[src/rtl/lsu_pkg.sv]
// Shared types and constants for the load/store unit controller and its
// request legality checker.
package lsu_pkg;

   typedef enum logic [2:0] {
      ST_IDLE,
      ST_LOAD,
      ST_CAPT,
      ST_STORE,
      ST_DONE
   } lsu_state_e;

   typedef enum logic [1:0] {
      ERR_OK       = 2'b00,
      ERR_MISALIGN = 2'b01,
      ERR_FAULT    = 2'b10,
      ERR_FUNCT3   = 2'b11
   } lsu_err_e;

   localparam logic [2:0] F3_LB  = 3'b000;
   localparam logic [2:0] F3_LH  = 3'b001;
   localparam logic [2:0] F3_LW  = 3'b010;
   localparam logic [2:0] F3_LBU = 3'b100;
   localparam logic [2:0] F3_LHU = 3'b101;
   localparam logic [2:0] F3_SB  = 3'b000;
   localparam logic [2:0] F3_SH  = 3'b001;
   localparam logic [2:0] F3_SW  = 3'b010;

   localparam int unsigned RD_LAT_DEF    = 2;
   localparam int unsigned MEM_BYTES_DEF = 1024;

endpackage

[src/rtl/lsu_check.sv]
// Combinational legality check of a load/store request: illegal funct3 wins
// over misalignment, which wins over an out-of-range address.
module lsu_check
   import lsu_pkg::*;
#(
   parameter int unsigned MEM_BYTES = MEM_BYTES_DEF
) (
   input  logic        we,
   input  logic [31:0] addr,
   input  logic [2:0]  funct3,
   output logic [1:0]  err
);

   logic legal;
   logic misal;

   always_comb begin
      legal = 1'b0;
      misal = 1'b0;
      case (funct3)
         F3_LB:  legal = 1'b1;
         F3_LH:  begin legal = 1'b1; misal = addr[0];     end
         F3_LW:  begin legal = 1'b1; misal = |addr[1:0];  end
         F3_LBU: legal = ~we;
         F3_LHU: begin legal = ~we;  misal = addr[0];     end
         default: legal = 1'b0;
      endcase

      if (!legal)                       err = ERR_FUNCT3;
      else if (misal)                   err = ERR_MISALIGN;
      else if (addr >= 32'(MEM_BYTES))  err = ERR_FAULT;
      else                              err = ERR_OK;
   end

endmodule

[src/rtl/lsu_ctrl.sv]
// Load/store unit controller: one request at a time, drives the data memory
// for its fixed read latency and returns a single-cycle response pulse.
module lsu_ctrl
   import lsu_pkg::*;
#(
   parameter int unsigned RD_LAT    = RD_LAT_DEF,
   parameter int unsigned MEM_BYTES = MEM_BYTES_DEF
) (
   input  logic        clk,
   input  logic        rst,
   input  logic        req_valid,
   output logic        req_ready,
   input  logic        req_we,
   input  logic [31:0] req_addr,
   input  logic [31:0] req_wdata,
   input  logic [2:0]  req_funct3,
   output logic        resp_valid,
   output logic [31:0] resp_rdata,
   output logic [1:0]  resp_err,
   output logic        mem_read,
   output logic        mem_write,
   output logic [31:0] mem_addr,
   output logic [31:0] mem_wdata,
   output logic [2:0]  mem_funct3,
   input  logic [31:0] mem_rdata
);

   localparam int unsigned CW = (RD_LAT > 1) ? $clog2(RD_LAT) : 1;

   lsu_state_e    state_q, state_d;
   logic [CW-1:0] cnt_q, cnt_d;
   logic [31:0]   addr_q, addr_d;
   logic [31:0]   wdata_q, wdata_d;
   logic [2:0]    funct3_q, funct3_d;
   logic [1:0]    err_q, err_d;
   logic [31:0]   rdata_q, rdata_d;
   logic [1:0]    chk_err;

   lsu_check #(.MEM_BYTES(MEM_BYTES)) u_check (
      .we     (req_we),
      .addr   (req_addr),
      .funct3 (req_funct3),
      .err    (chk_err)
   );

   always_comb begin
      state_d  = state_q;
      cnt_d    = cnt_q;
      addr_d   = addr_q;
      wdata_d  = wdata_q;
      funct3_d = funct3_q;
      err_d    = err_q;
      rdata_d  = rdata_q;

      case (state_q)
         ST_IDLE: begin
            if (req_valid) begin
               addr_d   = req_addr;
               wdata_d  = req_wdata;
               funct3_d = req_funct3;
               err_d    = chk_err;
               cnt_d    = '0;
               if (chk_err != ERR_OK) begin
                  rdata_d = '0;
                  state_d = ST_DONE;
               end else if (req_we) begin
                  rdata_d = '0;
                  state_d = ST_STORE;
               end else begin
                  state_d = ST_LOAD;
               end
            end
         end
         // mem_read stays high for RD_LAT cycles; the counter marks the last one
         ST_LOAD: begin
            if (cnt_q == CW'(RD_LAT - 1)) state_d = ST_CAPT;
            else                          cnt_d   = cnt_q + 1'b1;
         end
         ST_CAPT: begin
            rdata_d = mem_rdata;
            state_d = ST_DONE;
         end
         ST_STORE: state_d = ST_DONE;
         ST_DONE:  state_d = ST_IDLE;
         default:  state_d = ST_IDLE;
      endcase
   end

   always_ff @(posedge clk) begin
      if (rst) begin
         state_q  <= ST_IDLE;
         cnt_q    <= '0;
         addr_q   <= '0;
         wdata_q  <= '0;
         funct3_q <= '0;
         err_q    <= '0;
         rdata_q  <= '0;
      end else begin
         state_q  <= state_d;
         cnt_q    <= cnt_d;
         addr_q   <= addr_d;
         wdata_q  <= wdata_d;
         funct3_q <= funct3_d;
         err_q    <= err_d;
         rdata_q  <= rdata_d;
      end
   end

   assign req_ready  = (state_q == ST_IDLE);
   assign resp_valid = (state_q == ST_DONE);
   assign mem_read   = (state_q == ST_LOAD);
   assign mem_write  = (state_q == ST_STORE);
   assign mem_addr   = addr_q;
   assign mem_wdata  = wdata_q;
   assign mem_funct3 = funct3_q;
   assign resp_rdata = rdata_q;
   assign resp_err   = err_q;

endmodule

[config.mk]
export PLATFORM = sky130hd
export DESIGN_NAME = lsu_ctrl
export DESIGN_NICKNAME = d
export VERILOG_FILES = /design/src/rtl/lsu_pkg.sv /design/src/rtl/lsu_check.sv /design/src/rtl/lsu_ctrl.sv
export SDC_FILE = /design/constraint.sdc
export NUM_CORES = 1
export LEC_CHECK = 0
export ABC_AREA = 1
export BUFFER_PORTS_ARGS = -buffer_cell sky130_fd_sc_hd__buf_2
export CAP_MARGIN = 40
export CORE_MARGIN = 2
export CORE_UTILIZATION = 43
export CTS_BUF_LIST = sky130_fd_sc_hd__clkbuf_8
export DETAILED_ROUTE_END_ITERATION = 10
export PLACE_DENSITY = 0.87
export SLEW_MARGIN = 20
export SYNTH_ARGS = -nofsm -noshare
export SYNTH_HDL_FRONTEND = slang
export SYNTH_SLANG_ARGS = --single-unit
[constraint.sdc]
create_clock -name clk -period 1.3 [get_ports clk]
set_input_delay 0.195 -clock clk [delete_from_list [all_inputs] [get_ports clk]]
set_output_delay 0.195 -clock clk [all_outputs]
set_load 0.01 [all_outputs]
After elaboration in Yosys (flattened, before gate mapping)
Index checks and enable logic that the tools add are counted.
Widths: inputs -> output; s select.
{"block": "totals", "regBits": 105, "inputBits": 103, "output_inout_bits": 105, "elab_cells": 52}
{"block": "classes", "add_sub_neg": 1, "order_cmp": 1, "n_eq_ne": 11, "n_mux": 17, "n_bitwise": 1, "n_reduce_logical": 14}
{"operator": "$mux 32", "n": 3}
{"operator": "$pmux 32 s2", "n": 1}
{"operator": "$ge 32x11->1 const B", "n": 1}
{"operator": "$eq 3x2->1 const B", "n": 3}
{"operator": "$eq 3x3->1 const B", "n": 3}
{"operator": "$mux 3", "n": 3}
{"operator": "$pmux 3 s3", "n": 1}
{"operator": "$mux 2", "n": 4}
{"operator": "$reduce_or 2->1", "n": 4}
{"operator": "$eq 3x1->1 const B", "n": 2}
{"operator": "$logic_not 3->1", "n": 2}
{"operator": "$pmux 1 s2", "n": 3}
{"operator": "$reduce_and 2->1", "n": 3}
{"operator": "$reduce_bool 2->1", "n": 3}
{"operator": "$ne 3x1->1 const B", "n": 1}
{"operator": "$reduce_and 3->1", "n": 1}
{"operator": "$reduce_or 3->1", "n": 1}
{"operator": "$mux 1", "n": 2}
{"operator": "$ne 2x1->1 const B", "n": 1}
{"operator": "$ne 2x2->1 const B", "n": 1}
{"operator": "$add 1x1->1 const B", "n": 1}
{"operator": "$not 1->1", "n": 1}

Logic depth before layout (Yosys ltp)
{"block": "depth", "ltp_word": 9, "mapped_depth": 11, "mapped_depth_nobuf": 10}

Cells and area by module
Synthesis repeated with hierarchy kept, for this count alone.
{"block": "unflattened", "hier_cells": 597, "hier_area_um2": 4389.2}
{"mod": "lsu_ctrl", "n_inst": 1, "cells_per_inst": 567, "area_per_inst_um2": 4262.8}
{"mod": "lsu_check", "n_inst": 1, "cells_per_inst": 30, "area_per_inst_um2": 126.4}

Least setup slack after synthesis
Ideal clock, no wire load.
{"block": "synth_path", "kind": "reg-to-reg", "start": "register state_q[1]", "end": "register rdata_q[24] (netlist: resp_rdata[24])", "setup_time_ns": 0.113, "arrival_time_ns": 1.324, "path_slack_ns": -0.137, "path_stages_with_launch": 10, "path_cell_list": "dfxtp_1 > nor3_4 > inv_2 > nor2_1 > nand3_1 > nand2_4 > buf_6 > nand2_1 > nand2_1 > nor2_1"}
{"block": "synth_via", "elab_chain_cells": 3}
{"item": "start, declared", "line_no": "lsu_ctrl.sv:30", "text": "lsu_state_e state_q, state_d;"}
{"item": "start signal, assigned", "line_no": "lsu_ctrl.sv:99", "text": "state_q <= state_d;"}
{"item": "$logic_not 3->1 *"}
{"item": "via req_ready", "line_no": "lsu_ctrl.sv:12", "text": "output logic req_ready,"}
{"item": "$ne 3x1->1 (no line), or another cell as far along"}
{"item": "$reduce_and 3->1 (no line)"}
{"item": "end signal, assigned", "line_no": "lsu_ctrl.sv:105", "text": "rdata_q <= rdata_d;"}
{"item": "end, declared", "line_no": "lsu_ctrl.sv:36", "text": "logic [31:0] rdata_q, rdata_d;"}
Mark *: on every way through the listed nets, which the timed path passes. The rest lies on a longest branch.
A chain may end at the register's enable or synchronous reset.

Final worst setup path
{"block": "layout_path", "start": "register state_q[2]", "end": "register err_q[1] (netlist: resp_err[1])"}
{"block": "layout_via", "elab_chain_cells": 2}
{"item": "$logic_not 3->1", "line_no": "lsu_ctrl.sv:55", "text": "case (state_q)"}
{"item": "$reduce_and 2->1 (no line)"}
{"item": "end signal, assigned", "line_no": "lsu_ctrl.sv:104", "text": "err_q <= err_d;"}
{"item": "end, declared", "line_no": "lsu_ctrl.sv:35", "text": "logic [1:0] err_q, err_d;"}
No other way between the ends.

==> flow_metrics.env <==
export IMPL_status="finished with violations"
export IMPL_violations="negative setup slack"
export IMPL_post_route_min_period_ns=1.488
export IMPL_syn_area_sq_um=4310
export IMPL_switching_share_pct=30.98
export IMPL_layout_common_cells="nor2_1 (208), buf_2 (207), dfxtp_1 (102), nand2_1 (80), inv_1 (77)"
export IMPL_hold_depth=3
export IMPL_area_delta_synth_final_pct=42.55
export IMPL_worstHoldStart="req_addr[8]"
export IMPL_place_inst=977
export IMPL_setup_violations=109
export IMPL_ir_worst_vdd_mv=0.6532
export IMPL_n_antenna_cell=0
export IMPL_drcViolationCount=0
export IMPL_p_leak_nw=3.349
export IMPL_ys_types=22
export IMPL_synth_xor_area_share_pct=0
export IMPL_slew_headroom_pct=78.24
export IMPL_min_to="mem_addr[8]"
export IMPL_start_util_pct=44.10
export IMPL_r2r_end="resp_err[1]"
export IMPL_grt_pass1_vias=4219
export IMPL_start_kind="flip-flop"
export IMPL_grt_usage_pct=21.48
export IMPL_reg2reg_depth=8
export IMPL_drt_initial_drc_count=167
export IMPL_yosys_warnings=0
export IMPL_crit_arrival_ns=1.74
export IMPL_place_area_sq_um=5693
export IMPL_fp_dieH_um=104.1
export IMPL_synth_top_family_by_area="simple AND/OR/NAND/NOR gates"
export IMPL_hpwl_um=8329
export IMPL_clk_pin_slew_ns=0.11
export IMPL_finalCritPeriodShare_pct=114.5
export IMPL_power_density_nw_per_um2=1161
export IMPL_wl_per_cell_um=11.78
export IMPL_multiInputGateArea_sq_um=1866
export IMPL_grt_max_degree=37
export IMPL_htree_levels=3
export IMPL_hold_violations=0
export IMPL_num_nets_final=963
export IMPL_antenna_found_initial=0
export IMPL_clock_sinks=105
export IMPL_synth_compound_area_share_pct=9.550
export IMPL_fp_row_count=36
export IMPL_core_area_sq_um=9774
export IMPL_num_io_pins=208
export IMPL_internal_power_mw=4.922
export IMPL_seq_area_sq_um=2108
export IMPL_synth_simple_area_share_pct=30.25
export IMPL_synthCells=637
export IMPL_hold_class="in -> reg"
export IMPL_drv_slew=0
export IMPL_fin_ws_ns=-0.1883
export IMPL_synth_nets=740
export IMPL_vias_per_cell=4.490
export IMPL_die_x_um=104.1
export IMPL_syn_mean_instance_area_sq_um=6.767
export IMPL_fmax_mhz=671.9
export IMPL_final_fill_count=875
export IMPL_synth_seq_cells=105
export IMPL_p_sw_mw=2.209
export IMPL_grt_pass1_wl_um=19160
export IMPL_final_common_cell="nor2_1"
export IMPL_final_cells=998
export IMPL_final_util_pct=62.86
export IMPL_end_kind="flip-flop"
export IMPL_layout_drive_gt1_share_pct=35.84
export IMPL_cts_made_buffers=9
export IMPL_synth_adder_area_share_pct=0
export IMPL_grt_overflow=0
export IMPL_combPwrFrac_pct=21.9
export IMPL_clockRootBuffer="clkbuf_8"
export IMPL_wl_um=11760
export IMPL_worstMarginPinSlew_ns=0.3260
export IMPL_dr_pass1_iters=6
export IMPL_numPortBuffers=207
export IMPL_crit_type="reg -> reg"
export IMPL_ys_seq_area_share_pct=48.77
export IMPL_vias=4481
export IMPL_gp_congestion=0.7901
export IMPL_drv_cap=0
export IMPL_cts_tree="yes"
export IMPL_p_total_mw=7.131
export IMPL_r2r_slack_ns=-0.19
export IMPL_muxShareOfSynthArea_pct=0
export IMPL_rsz0062_at_grt="yes"
export IMPL_clockBufferDepth=2
export IMPL_critPathMaxFanout=15
export IMPL_p_seq_share_pct=50.8
export IMPL_pwr_share_clk_pct=27.3
export IMPL_cp_data_required_time_ns=1.55
export IMPL_clkLatencyLatePin_ns=0.37
export IMPL_reg2reg_from="state_q[2]"
export IMPL_skew_ns=0.01585
export IMPL_ant_nets=0
export IMPL_finalInstanceArea_sq_um=6145
export IMPL_die_area_sq_um=10840
final cells by class:
class / count / area share (%)
sequential: 105 / 34.31
multi-input combinational: 418 / 30.36
tap: 133 / 2.708
inverter: 79 / 4.907
clock buffer: 9 / 2.016
clock inverter: 7 / 0.9978
timing repair buffer: 247 / 24.70
kinds of logic (layout without fill, tap and decap cells):
| kind of cell | after synthesis | count (layout) |
|---|---|---|
| AO/OA/AOI/OAI | 82 | 82 |
| AND/OR/NAND/NOR | 336 | 336 |
| buffers and inverters | 114 | 342 |
| flip-flops | 105 | 105 |
what timing repair did:
action,CTS,global route
resized for setup,58,4
setup endpoints to repair,109,109
setup buffers,2,0
pin swaps,4,2
cloned,2,0
hold buffers,1,0
hold endpoints to repair,2,0
cell usage after synthesis:
cell	n	area (sq um)
buf_2	13	65.06
inv_2	1	3.750
clkbuf_1	14	52.55
nor2_1	243	912.1
o21ai_0	71	355.3
a31oi_1	1	6.260
nand2_1	81	304.0
buf_4	1	7.510
or2_2	1	6.260
inv_1	78	292.8
dfxtp_1	105	2102
nand3_1	4	20.02
buf_1	1	3.750
nor3_2	1	10.01
nand2_4	1	11.26
buf_6	6	67.56
a21oi_1	10	50.05
or2_1	1	6.260
nor3_1	1	5.000
nor3_4	1	16.27
nor2_2	1	6.260
nand4_1	1	6.260
layer usage:
metal / part of all wire, % / wire [um] / track usage [%]
met2: 48 / 5673 / 37.03
met1: 42 / 4987 / 25.50
met5: 0 / 0 / 0
met4: 1.3 / 150 / 6.274
met3: 8.0 / 944 / 7.018
worst max-delay path by stage:
stage	start	endpoint	slack, ns	depth (start not counted)
3_3_place_gp	req_addr[16]	resp_rdata[9]	-0.25	11
2_1_floorplan	state_q[0]	resp_rdata[24]	-0.12	9
6_report	state_q[2]	resp_err[1]	-0.19	8
4_1_cts	state_q[2]	resp_rdata[14]	-0.21	9
5_1_grt	state_q[2]	mem_addr[2]	-0.32	8
3_5_place_dp	req_addr[16]	resp_rdata[9]	-0.28	11
worst max-delay path: stages, from the launching register on:
cell     delay, ns
dfxtp_2       0.35
nor3_4        0.21
inv_2         0.06
buf_6         0.12
nor2_4        0.21
inv_6         0.11
buf_12        0.18
nor2_4        0.08
a21oi_1       0.07
registers in the layout, indices dropped and copies added, names as in the netlist:
register and count:
mem_wdata 32, resp_rdata 32, mem_addr 32, state_q 3, resp_err 2, cnt_q 1, mem_funct3 3
power groups by stage:
stage	Sequential, mW	Combinational [mW]	Clock [mW]
floorplan	3.83	0.673	0
global placement	3.69	1.42	0
detailed placement	3.69	1.44	0
CTS	3.62	1.56	2.01
global route	3.66	1.74	2.16
finish	3.62	1.56	1.95
stage by stage:
step | setup slack [ns] | TNS (ns) | hold WS, ns
6_report | -0.1883 | -15.75 | 0.03795
5_1_grt | -0.3177 | -27.07 | 0.01964
2_1_floorplan | -0.1172 | -5.164 | 0.2567
4_1_cts | -0.2071 | -16.64 | 0.02260
3_5_place_dp | -0.2757 | -17.93 | 0.3948
3_3_place_gp | -0.2455 | -14.88 | 0.3939
Note: power is estimated with default switching activity, not from simulation.
